===== config.mk =====
export PLATFORM = sky130hd
export DESIGN_NAME = vx_bank_core_req_queue_flat
export DESIGN_NICKNAME = d
export VERILOG_FILES = /design/src/rtl/vx_bank_core_req_queue_pkg.sv /design/src/rtl/vx_bank_core_req_queue_if.sv /design/src/rtl/vx_bank_core_req_queue_priority_encoder.sv /design/src/rtl/vx_bank_core_req_queue.sv /design/src/flat_wrapper.sv
export SDC_FILE = /design/constraint.sdc
export NUM_CORES = 2
export LEC_CHECK = 0
export BUFFER_PORTS_ARGS = -buffer_cell sky130_fd_sc_hd__buf_2
export CORE_MARGIN = 5
export CORE_UTILIZATION = 65
export CTS_CLUSTER_DIAMETER = 120
export DETAILED_ROUTE_END_ITERATION = 16
export HOLD_SLACK_MARGIN = 0.15
export PLACE_DENSITY_LB_ADDON = 0.2
export SETUP_SLACK_MARGIN = 0.02
export SLEW_MARGIN = 10
export SYNTH_ARGS = -nofsm -noshare
export SYNTH_HDL_FRONTEND = slang
export SYNTH_HIERARCHICAL = 1
export SYNTH_SLANG_ARGS = --single-unit

===== constraint.sdc =====
create_clock -name clk -period 235.3 [get_ports clk]
set_clock_uncertainty 0.15 [all_clocks]
set_input_delay 35.295 -clock clk [delete_from_list [all_inputs] [get_ports clk]]
set_output_delay 35.295 -clock clk [all_outputs]
set_load 0.01 [all_outputs]

===== src/rtl/vx_bank_core_req_queue_pkg.sv =====
`default_nettype none
// ============================================================================
// Module      : vx_bank_core_req_queue_pkg
// Description : Shared sizing helpers for the bank core request queue and
//               its interface (lane-index width, queue-count width).
// Revision    : 1.0 - initial release
// ============================================================================
package vx_bank_core_req_queue_pkg;

    // Lane index width; a single-lane batch still needs a 1-bit index.
    function automatic int unsigned clog2_min1(input int unsigned n);
        return (n <= 1) ? 1 : $clog2(n);
    endfunction

    // Occupancy counter must represent 0..q inclusive.
    function automatic int unsigned count_width(input int unsigned q);
        return $clog2(q + 1);
    endfunction

endpackage
`default_nettype wire


===== src/rtl/vx_bank_core_req_queue_if.sv =====
`default_nettype none
// ============================================================================
// Module      : vx_bank_core_req_queue_if
// Description : Batch push side and single-lane pop side of the per-bank
//               core request queue. The queue uses the slave modport.
// Revision    : 1.0 - initial release
// ============================================================================
interface vx_bank_core_req_queue_if
    import vx_bank_core_req_queue_pkg::*;
#(
    parameter int unsigned NUM_REQUESTS    = 4,
    parameter int unsigned WORD_SIZE       = 4,
    parameter int unsigned WORD_ADDR_WIDTH = 30,
    parameter int unsigned TAG_WIDTH       = 16
);
    localparam int unsigned c_tid_w = clog2_min1(NUM_REQUESTS);

    logic [NUM_REQUESTS-1:0]                 push_valid;
    logic                                    push_rw;
    logic [NUM_REQUESTS*WORD_SIZE-1:0]       push_byteen;
    logic [NUM_REQUESTS*WORD_ADDR_WIDTH-1:0] push_addr;
    logic [NUM_REQUESTS*WORD_SIZE*8-1:0]     push_data;
    logic [TAG_WIDTH-1:0]                    push_tag;
    logic                                    push_ready;

    logic                                    pop_valid;
    logic [c_tid_w-1:0]                      pop_tid;
    logic                                    pop_rw;
    logic [WORD_SIZE-1:0]                    pop_byteen;
    logic [WORD_ADDR_WIDTH-1:0]              pop_addr;
    logic [WORD_SIZE*8-1:0]                  pop_data;
    logic [TAG_WIDTH-1:0]                    pop_tag;
    logic                                    pop_ready;

    logic                                    empty;
    logic                                    full;

    modport master (
        output push_valid, push_rw, push_byteen, push_addr, push_data, push_tag,
        input  push_ready,
        input  pop_valid, pop_tid, pop_rw, pop_byteen, pop_addr, pop_data, pop_tag,
        output pop_ready,
        input  empty, full
    );

    modport slave (
        input  push_valid, push_rw, push_byteen, push_addr, push_data, push_tag,
        output push_ready,
        output pop_valid, pop_tid, pop_rw, pop_byteen, pop_addr, pop_data, pop_tag,
        input  pop_ready,
        output empty, full
    );

endinterface
`default_nettype wire


===== src/rtl/vx_bank_core_req_queue_priority_encoder.sv =====
`default_nettype none
// ============================================================================
// Module      : vx_bank_core_req_queue_priority_encoder
// Description : Lowest-set-bit priority encoder; index is 0 when no bit set.
// Revision    : 1.0 - initial release
// ============================================================================
module vx_bank_core_req_queue_priority_encoder #(
    parameter int unsigned N = 4,
    parameter int unsigned W = 2
) (
    input  wire logic [N-1:0] i_data,
    output logic      [W-1:0] o_index,
    output logic              o_valid
);

    // Scan from the top down so the lowest set bit is the last to win.
    always_comb begin
        o_index = '0;
        for (int i = N - 1; i >= 0; i--) begin
            if (i_data[i]) begin
                o_index = W'(i);
            end
        end
    end

    assign o_valid = |i_data;

endmodule
`default_nettype wire


===== src/rtl/vx_bank_core_req_queue.sv =====
`default_nettype none
// ============================================================================
// Module      : vx_bank_core_req_queue
// Description : Per-bank batch queue. Stores whole multi-lane request batches
//               and replays them one lane per cycle, lowest lane first.
// Revision    : 1.0 - initial release
// ============================================================================
module vx_bank_core_req_queue
    import vx_bank_core_req_queue_pkg::*;
#(
    parameter int unsigned NUM_REQUESTS    = 4,
    parameter int unsigned WORD_SIZE       = 4,
    parameter int unsigned WORD_ADDR_WIDTH = 30,
    parameter int unsigned TAG_WIDTH       = 16,
    parameter int unsigned QUEUE_SIZE      = 8
) (
    input  wire logic              clk,
    input  wire logic              reset,
    vx_bank_core_req_queue_if.slave bus
);

    localparam int unsigned c_tid_w = clog2_min1(NUM_REQUESTS);
    localparam int unsigned c_ptr_w = $clog2(QUEUE_SIZE);
    localparam int unsigned c_cnt_w = count_width(QUEUE_SIZE);

    typedef struct packed {
        logic [NUM_REQUESTS-1:0]                 mask;
        logic                                    rw;
        logic [NUM_REQUESTS*WORD_SIZE-1:0]       byteen;
        logic [NUM_REQUESTS*WORD_ADDR_WIDTH-1:0] addr;
        logic [NUM_REQUESTS*WORD_SIZE*8-1:0]     data;
        logic [TAG_WIDTH-1:0]                    tag;
    } entry_t;

    entry_t                  r_mem [QUEUE_SIZE];
    logic [c_ptr_w-1:0]      r_rd_ptr;
    logic [c_ptr_w-1:0]      r_wr_ptr;
    logic [c_cnt_w-1:0]      r_count;
    logic [NUM_REQUESTS-1:0] r_done_mask;

    entry_t                  w_head;
    logic [NUM_REQUESTS-1:0] w_remaining;
    logic [NUM_REQUESTS-1:0] w_lane_bit;
    logic [c_tid_w-1:0]      w_tid;
    logic                    w_any;
    logic                    w_empty;
    logic                    w_full;
    logic                    w_push;
    logic                    w_pop;
    logic                    w_retire;

    assign w_head      = r_mem[r_rd_ptr];
    assign w_remaining = w_head.mask & ~r_done_mask;

    generate
        if (NUM_REQUESTS > 1) begin : g_multi_lane
            vx_bank_core_req_queue_priority_encoder #(
                .N (NUM_REQUESTS),
                .W (c_tid_w)
            ) u_lane_sel (
                .i_data  (w_remaining),
                .o_index (w_tid),
                .o_valid (w_any)
            );
        end else begin : g_single_lane
            assign w_tid = '0;
            assign w_any = w_remaining[0];
        end
    endgenerate

    assign w_empty    = (r_count == '0);
    assign w_full     = (r_count == c_cnt_w'(QUEUE_SIZE));
    assign w_lane_bit = NUM_REQUESTS'(1) << w_tid;

    // No pop-through: acceptance depends only on registered occupancy.
    assign w_push   = !w_full && (|bus.push_valid);
    assign w_pop    = bus.pop_valid && bus.pop_ready;
    assign w_retire = w_pop && ((w_remaining & ~w_lane_bit) == '0);

    assign bus.push_ready = !w_full;
    assign bus.empty      = w_empty;
    assign bus.full       = w_full;
    assign bus.pop_valid  = !w_empty && w_any;
    assign bus.pop_tid    = w_tid;
    assign bus.pop_rw     = w_head.rw;
    assign bus.pop_tag    = w_head.tag;
    assign bus.pop_byteen = w_head.byteen[w_tid*WORD_SIZE +: WORD_SIZE];
    assign bus.pop_addr   = w_head.addr[w_tid*WORD_ADDR_WIDTH +: WORD_ADDR_WIDTH];
    assign bus.pop_data   = w_head.data[w_tid*WORD_SIZE*8 +: WORD_SIZE*8];

    // Batch storage; cleared on reset so the head fields are never X.
    always_ff @(posedge clk or posedge reset) begin
        if (reset) begin
            for (int i = 0; i < QUEUE_SIZE; i++) begin
                r_mem[i] <= '0;
            end
        end else if (w_push) begin
            r_mem[r_wr_ptr] <= '{mask:   bus.push_valid,
                                 rw:     bus.push_rw,
                                 byteen: bus.push_byteen,
                                 addr:   bus.push_addr,
                                 data:   bus.push_data,
                                 tag:    bus.push_tag};
        end
    end

    // Pointers, occupancy and per-lane progress of the head batch.
    always_ff @(posedge clk or posedge reset) begin
        if (reset) begin
            r_rd_ptr    <= '0;
            r_wr_ptr    <= '0;
            r_count     <= '0;
            r_done_mask <= '0;
        end else begin
            if (w_push) begin
                r_wr_ptr <= r_wr_ptr + c_ptr_w'(1);
            end
            if (w_retire) begin
                r_rd_ptr    <= r_rd_ptr + c_ptr_w'(1);
                r_done_mask <= '0;
            end else if (w_pop) begin
                r_done_mask <= r_done_mask | w_lane_bit;
            end
            case ({w_push, w_retire})
                2'b10:   r_count <= r_count + c_cnt_w'(1);
                2'b01:   r_count <= r_count - c_cnt_w'(1);
                default: r_count <= r_count;
            endcase
        end
    end

endmodule
`default_nettype wire


===== src/flat_wrapper.sv =====
// flat-port wrapper written by rule: the top's interface ports become plain ports
module vx_bank_core_req_queue_flat import vx_bank_core_req_queue_pkg::*;
#(
    parameter int unsigned NUM_REQUESTS    = 4,
    parameter int unsigned WORD_SIZE       = 4,
    parameter int unsigned WORD_ADDR_WIDTH = 30,
    parameter int unsigned TAG_WIDTH       = 16,
    parameter int unsigned QUEUE_SIZE      = 8
)
  (clk, reset, bus_push_valid, bus_push_rw, bus_push_byteen, bus_push_addr, bus_push_data, bus_push_tag, bus_push_ready, bus_pop_valid, bus_pop_tid, bus_pop_rw, bus_pop_byteen, bus_pop_addr, bus_pop_data, bus_pop_tag, bus_pop_ready, bus_empty, bus_full);
  vx_bank_core_req_queue_if #(.NUM_REQUESTS(NUM_REQUESTS), .WORD_SIZE(WORD_SIZE), .WORD_ADDR_WIDTH(WORD_ADDR_WIDTH), .TAG_WIDTH(TAG_WIDTH)) bus_i ();
  input  wire logic clk;
  input  wire logic reset;
  input wire logic [$bits(bus_i.push_valid)-1:0] bus_push_valid;
  input wire logic [$bits(bus_i.push_rw)-1:0] bus_push_rw;
  input wire logic [$bits(bus_i.push_byteen)-1:0] bus_push_byteen;
  input wire logic [$bits(bus_i.push_addr)-1:0] bus_push_addr;
  input wire logic [$bits(bus_i.push_data)-1:0] bus_push_data;
  input wire logic [$bits(bus_i.push_tag)-1:0] bus_push_tag;
  output wire logic [$bits(bus_i.push_ready)-1:0] bus_push_ready;
  output wire logic [$bits(bus_i.pop_valid)-1:0] bus_pop_valid;
  output wire logic [$bits(bus_i.pop_tid)-1:0] bus_pop_tid;
  output wire logic [$bits(bus_i.pop_rw)-1:0] bus_pop_rw;
  output wire logic [$bits(bus_i.pop_byteen)-1:0] bus_pop_byteen;
  output wire logic [$bits(bus_i.pop_addr)-1:0] bus_pop_addr;
  output wire logic [$bits(bus_i.pop_data)-1:0] bus_pop_data;
  output wire logic [$bits(bus_i.pop_tag)-1:0] bus_pop_tag;
  input wire logic [$bits(bus_i.pop_ready)-1:0] bus_pop_ready;
  output wire logic [$bits(bus_i.empty)-1:0] bus_empty;
  output wire logic [$bits(bus_i.full)-1:0] bus_full;
  assign bus_i.push_valid = bus_push_valid;
  assign bus_i.push_rw = bus_push_rw;
  assign bus_i.push_byteen = bus_push_byteen;
  assign bus_i.push_addr = bus_push_addr;
  assign bus_i.push_data = bus_push_data;
  assign bus_i.push_tag = bus_push_tag;
  assign bus_push_ready = bus_i.push_ready;
  assign bus_pop_valid = bus_i.pop_valid;
  assign bus_pop_tid = bus_i.pop_tid;
  assign bus_pop_rw = bus_i.pop_rw;
  assign bus_pop_byteen = bus_i.pop_byteen;
  assign bus_pop_addr = bus_i.pop_addr;
  assign bus_pop_data = bus_i.pop_data;
  assign bus_pop_tag = bus_i.pop_tag;
  assign bus_i.pop_ready = bus_pop_ready;
  assign bus_empty = bus_i.empty;
  assign bus_full = bus_i.full;
  vx_bank_core_req_queue #(.NUM_REQUESTS(NUM_REQUESTS), .WORD_SIZE(WORD_SIZE), .WORD_ADDR_WIDTH(WORD_ADDR_WIDTH), .TAG_WIDTH(TAG_WIDTH), .QUEUE_SIZE(QUEUE_SIZE)) u_core (.clk(clk), .reset(reset), .bus(bus_i));
endmodule

==> impl_results.md <==
* Outcome: complete, no violations
* Total congestion overflow at 0
* Clk_lat worst skew at 840 ps
* DRT met1 WL at 108,800 µm
* Register area share after synthesis at 0.5595
* Die Ht at 407.3 µm
* Hold_buf cts at 0
* Drc violations at 0
* Largest net degree at the start of global routing at 184
* Iter 0 DRT Violations at 4,823
* Total global-route track usage at 0.3058
* Clock Sinks at 2,294
* CTS resizes at 0
* Vias per cell at 6.612
* Peak supply drop at 0.02273 mV
* RSZ-0062 raised after global routing: no
* Post-DP HPWL at 150,800 µm
* Number of global-route vias before repair at 61,420
* Top layer in use: met5
* I/O Buffers at 376
* Final setup viols at 0
* TritonCTS buffer count at 226
* Synth Net Count at 6,312
* WL met2 at 115,600 µm
* Final Wtd Congestion at 0.8311
* Sum Neg Setup Slack at 0 ps
* Die footprint at 165,900 µm²
* Final Hold Viols at 0
* Final Cell Area at 113,300 µm²
* Placed Area at 105,800 µm²
* Worst-Margin Slew at 1222 ps
* Share of post-route cells with drive strength above 1 at 0.5538
* Clk slew on worst S/H paths at 60 ps
* CP Launch Type: register
* Routed wire length at 249,700 µm
* CP endpoint kind: primary output
* Post-Synthesis Cells at 6,018
* Nets at 6,580
* ANT nets after route at 0
* Max Cap Viol at 0
* Synthesized flop and latch total at 2,294
* First-pass GRT wire length at 388,300 µm
* Number of top-level pins at 377
* WL per Instance at 29.16 µm
* Root Driver: clkbuf_16
* Die W at 407.3 µm
* H-tree levels at 4
* Clock buffer depth at 3
* DRT Pass-1 Iters at 6
* Core Area at 156,600 µm²
* Leak at 47.50 nW
* Worst-path fanout max at 67
* Slew Limit Fails at 0
* Cell variety after synth at 46
* Rel. slew slack at 0.1791
* Core Util, Final at 0.7237
* Crit path time final at 42,770 ps
* HP Class: reg2reg
* CP Data Required Time at 199,850 ps
* # Post-CTS Setup Buffers at 0
* PwrDens at 17.64 nW/µm²
* Fmax achieved at 0.02338 GHz
* Post-Syn Area at 102,600 µm²
* Area grow syn2layout at 10.43%
* Number of synthesis warnings at 6
* CTS tree: built
* Post-synth EDFFs at 0
* Antenna violations before repair at 106
* Rows at 145
* Via count at 56,630
* Syn Area/Cell at 17.05 µm²
* Async S/R FF share, synth at 1.000
* WS Path Type: reg2out
* Final period util at 0.1818
* Initial core utilization at 0.6553
* Met3 WL post-DR at 19,520 µm
* Worst EP arrival at 7330 ps
* Synth Flop Type: dfrtp_1
-- synthesized netlist by cell type, types with 6 or more instances --
cell / instances / area share
mux2i_1: 12 / 0.0012
nand2_1: 206 / 0.0075
buf_2: 233 / 0.011
buf_1: 20 / 0.00073
mux2_1: 243 / 0.027
nor2b_1: 6 / 0.00037
mux4_2: 695 / 0.15
dfrtp_1: 2294 / 0.56
buf_4: 40 / 0.0029
buf_6: 16 / 0.0018
clkbuf_1: 118 / 0.0043
mux2_2: 2056 / 0.23
nor2_1: 13 / 0.00048
inv_1: 8 / 0.00029
-- metrics by stage --
| stage | hold WS, ps | instances | setup slack [ps] | power [mW] |
|---|---|---|---|---|
| 6_report | 331.3 | 8565 | 192530 | 1.999 |
| 4_1_cts | 334.8 | 8524 | 192390 | 2.003 |
| 3_5_place_dp | 319.7 | 8116 | 193320 | 1.639 |
| 5_1_grt | 340.6 | 8542 | 191890 | 2.101 |
| 3_3_place_gp | 311.4 | 8116 | 193400 | 1.605 |
| 2_1_floorplan | 302.4 | 6018 | 135030 | 1.368 |
-- where the power goes --
group,leakage [nW],switching [mW],internal (mW)
Clock,3.66,0.152,0.206
Sequential,27.1,0.107,0.601
Combinational,16.7,0.438,0.494
-- state kept, by name, summed over array words and instances (netlist names) --
signal,flops
u_core/r_mem,2280
u_core/r_done_mask,4
u_core/r_rd_ptr,3
u_core/r_count,4
u_core/r_wr_ptr,3
-- final cells by class --
| type | count | area, µm² |
|---|---|---|
| sequential | 2294 | 57420 |
| fill | 9720 | 43270 |
| multi-input combinational | 3287 | 43030 |
| clock buffer | 340 | 6689 |
| timing repair buffer | 467 | 2753 |
| tap | 2058 | 2575 |
| clock inverter | 68 | 680.7 |
| antenna | 41 | 102.6 |
| inverter | 10 | 53.80 |
-- kinds of logic after synthesis --
family | Yosys count | synth area share
muxes | 3006 | 0.4061
DFF | 2294 | 0.5595
buffers and inverters | 437 | 0.02146
and+or+nand+nor | 247 | 0.01001
AOI/OAI and AO/OA | 20 | 0.001476
xor gates and xnor gates | 8 | 0.0006828
adders and majority gates | 6 | 0.0008049
-- path summary, 6_finish.rpt --
check	startpoint	to	slack, ps	depth (start not counted)
max	u_core/r_rd_ptr[1]	bus_pop_addr[23]	192530	13
max reg2reg	u_core/r_rd_ptr[1]	u_core/r_count[3]	228460	16
min reg2reg	u_core/r_mem[1449]	u_core/r_mem[1449]	330	1
min	u_core/r_mem[1449]	u_core/r_mem[1449]	330	1
max in group asynchronous	reset	u_core/r_mem[13]	194680	8
min in group asynchronous	reset	u_core/r_mem[1324]	34440	2
-- critical path: stages, from the launching register on --
cell      delay, ps
dfrtp_4        1120
buf_4           790
nor2_1          150
a221oi_1        340
and2_1          200
nor2_1           60
nor3_1          950
inv_8           610
buf_4           620
buf_4           500
mux4_2          540
nand2_1         220
nand2_1         130
buf_2           160
-- cells in the final DEF, fill, tap and decap left out, types with 10 or more instances in the layout --
cell and count:
clkinv_2 45, bufinv_16 10, mux2_2 2056, buf_4 76, mux2_1 243, mux4_2 695, clkbuf_16 230, diode_2 41
mux2i_1 12, nand2_1 206, buf_2 376, dfrtp_1 2291, buf_12 15, clkbuf_1 58, nor2_1 12, clkbuf_8 52
-- layer usage --
layer / global-route usage / up-vias
li1: - / 23300
met4: 0.07719 / 44
met2: 0.4555 / 1602
met1: 0.4538 / 31290
met5: 0 / -
met3: 0.08911 / 397
Power figures use the tool's default switching activity.
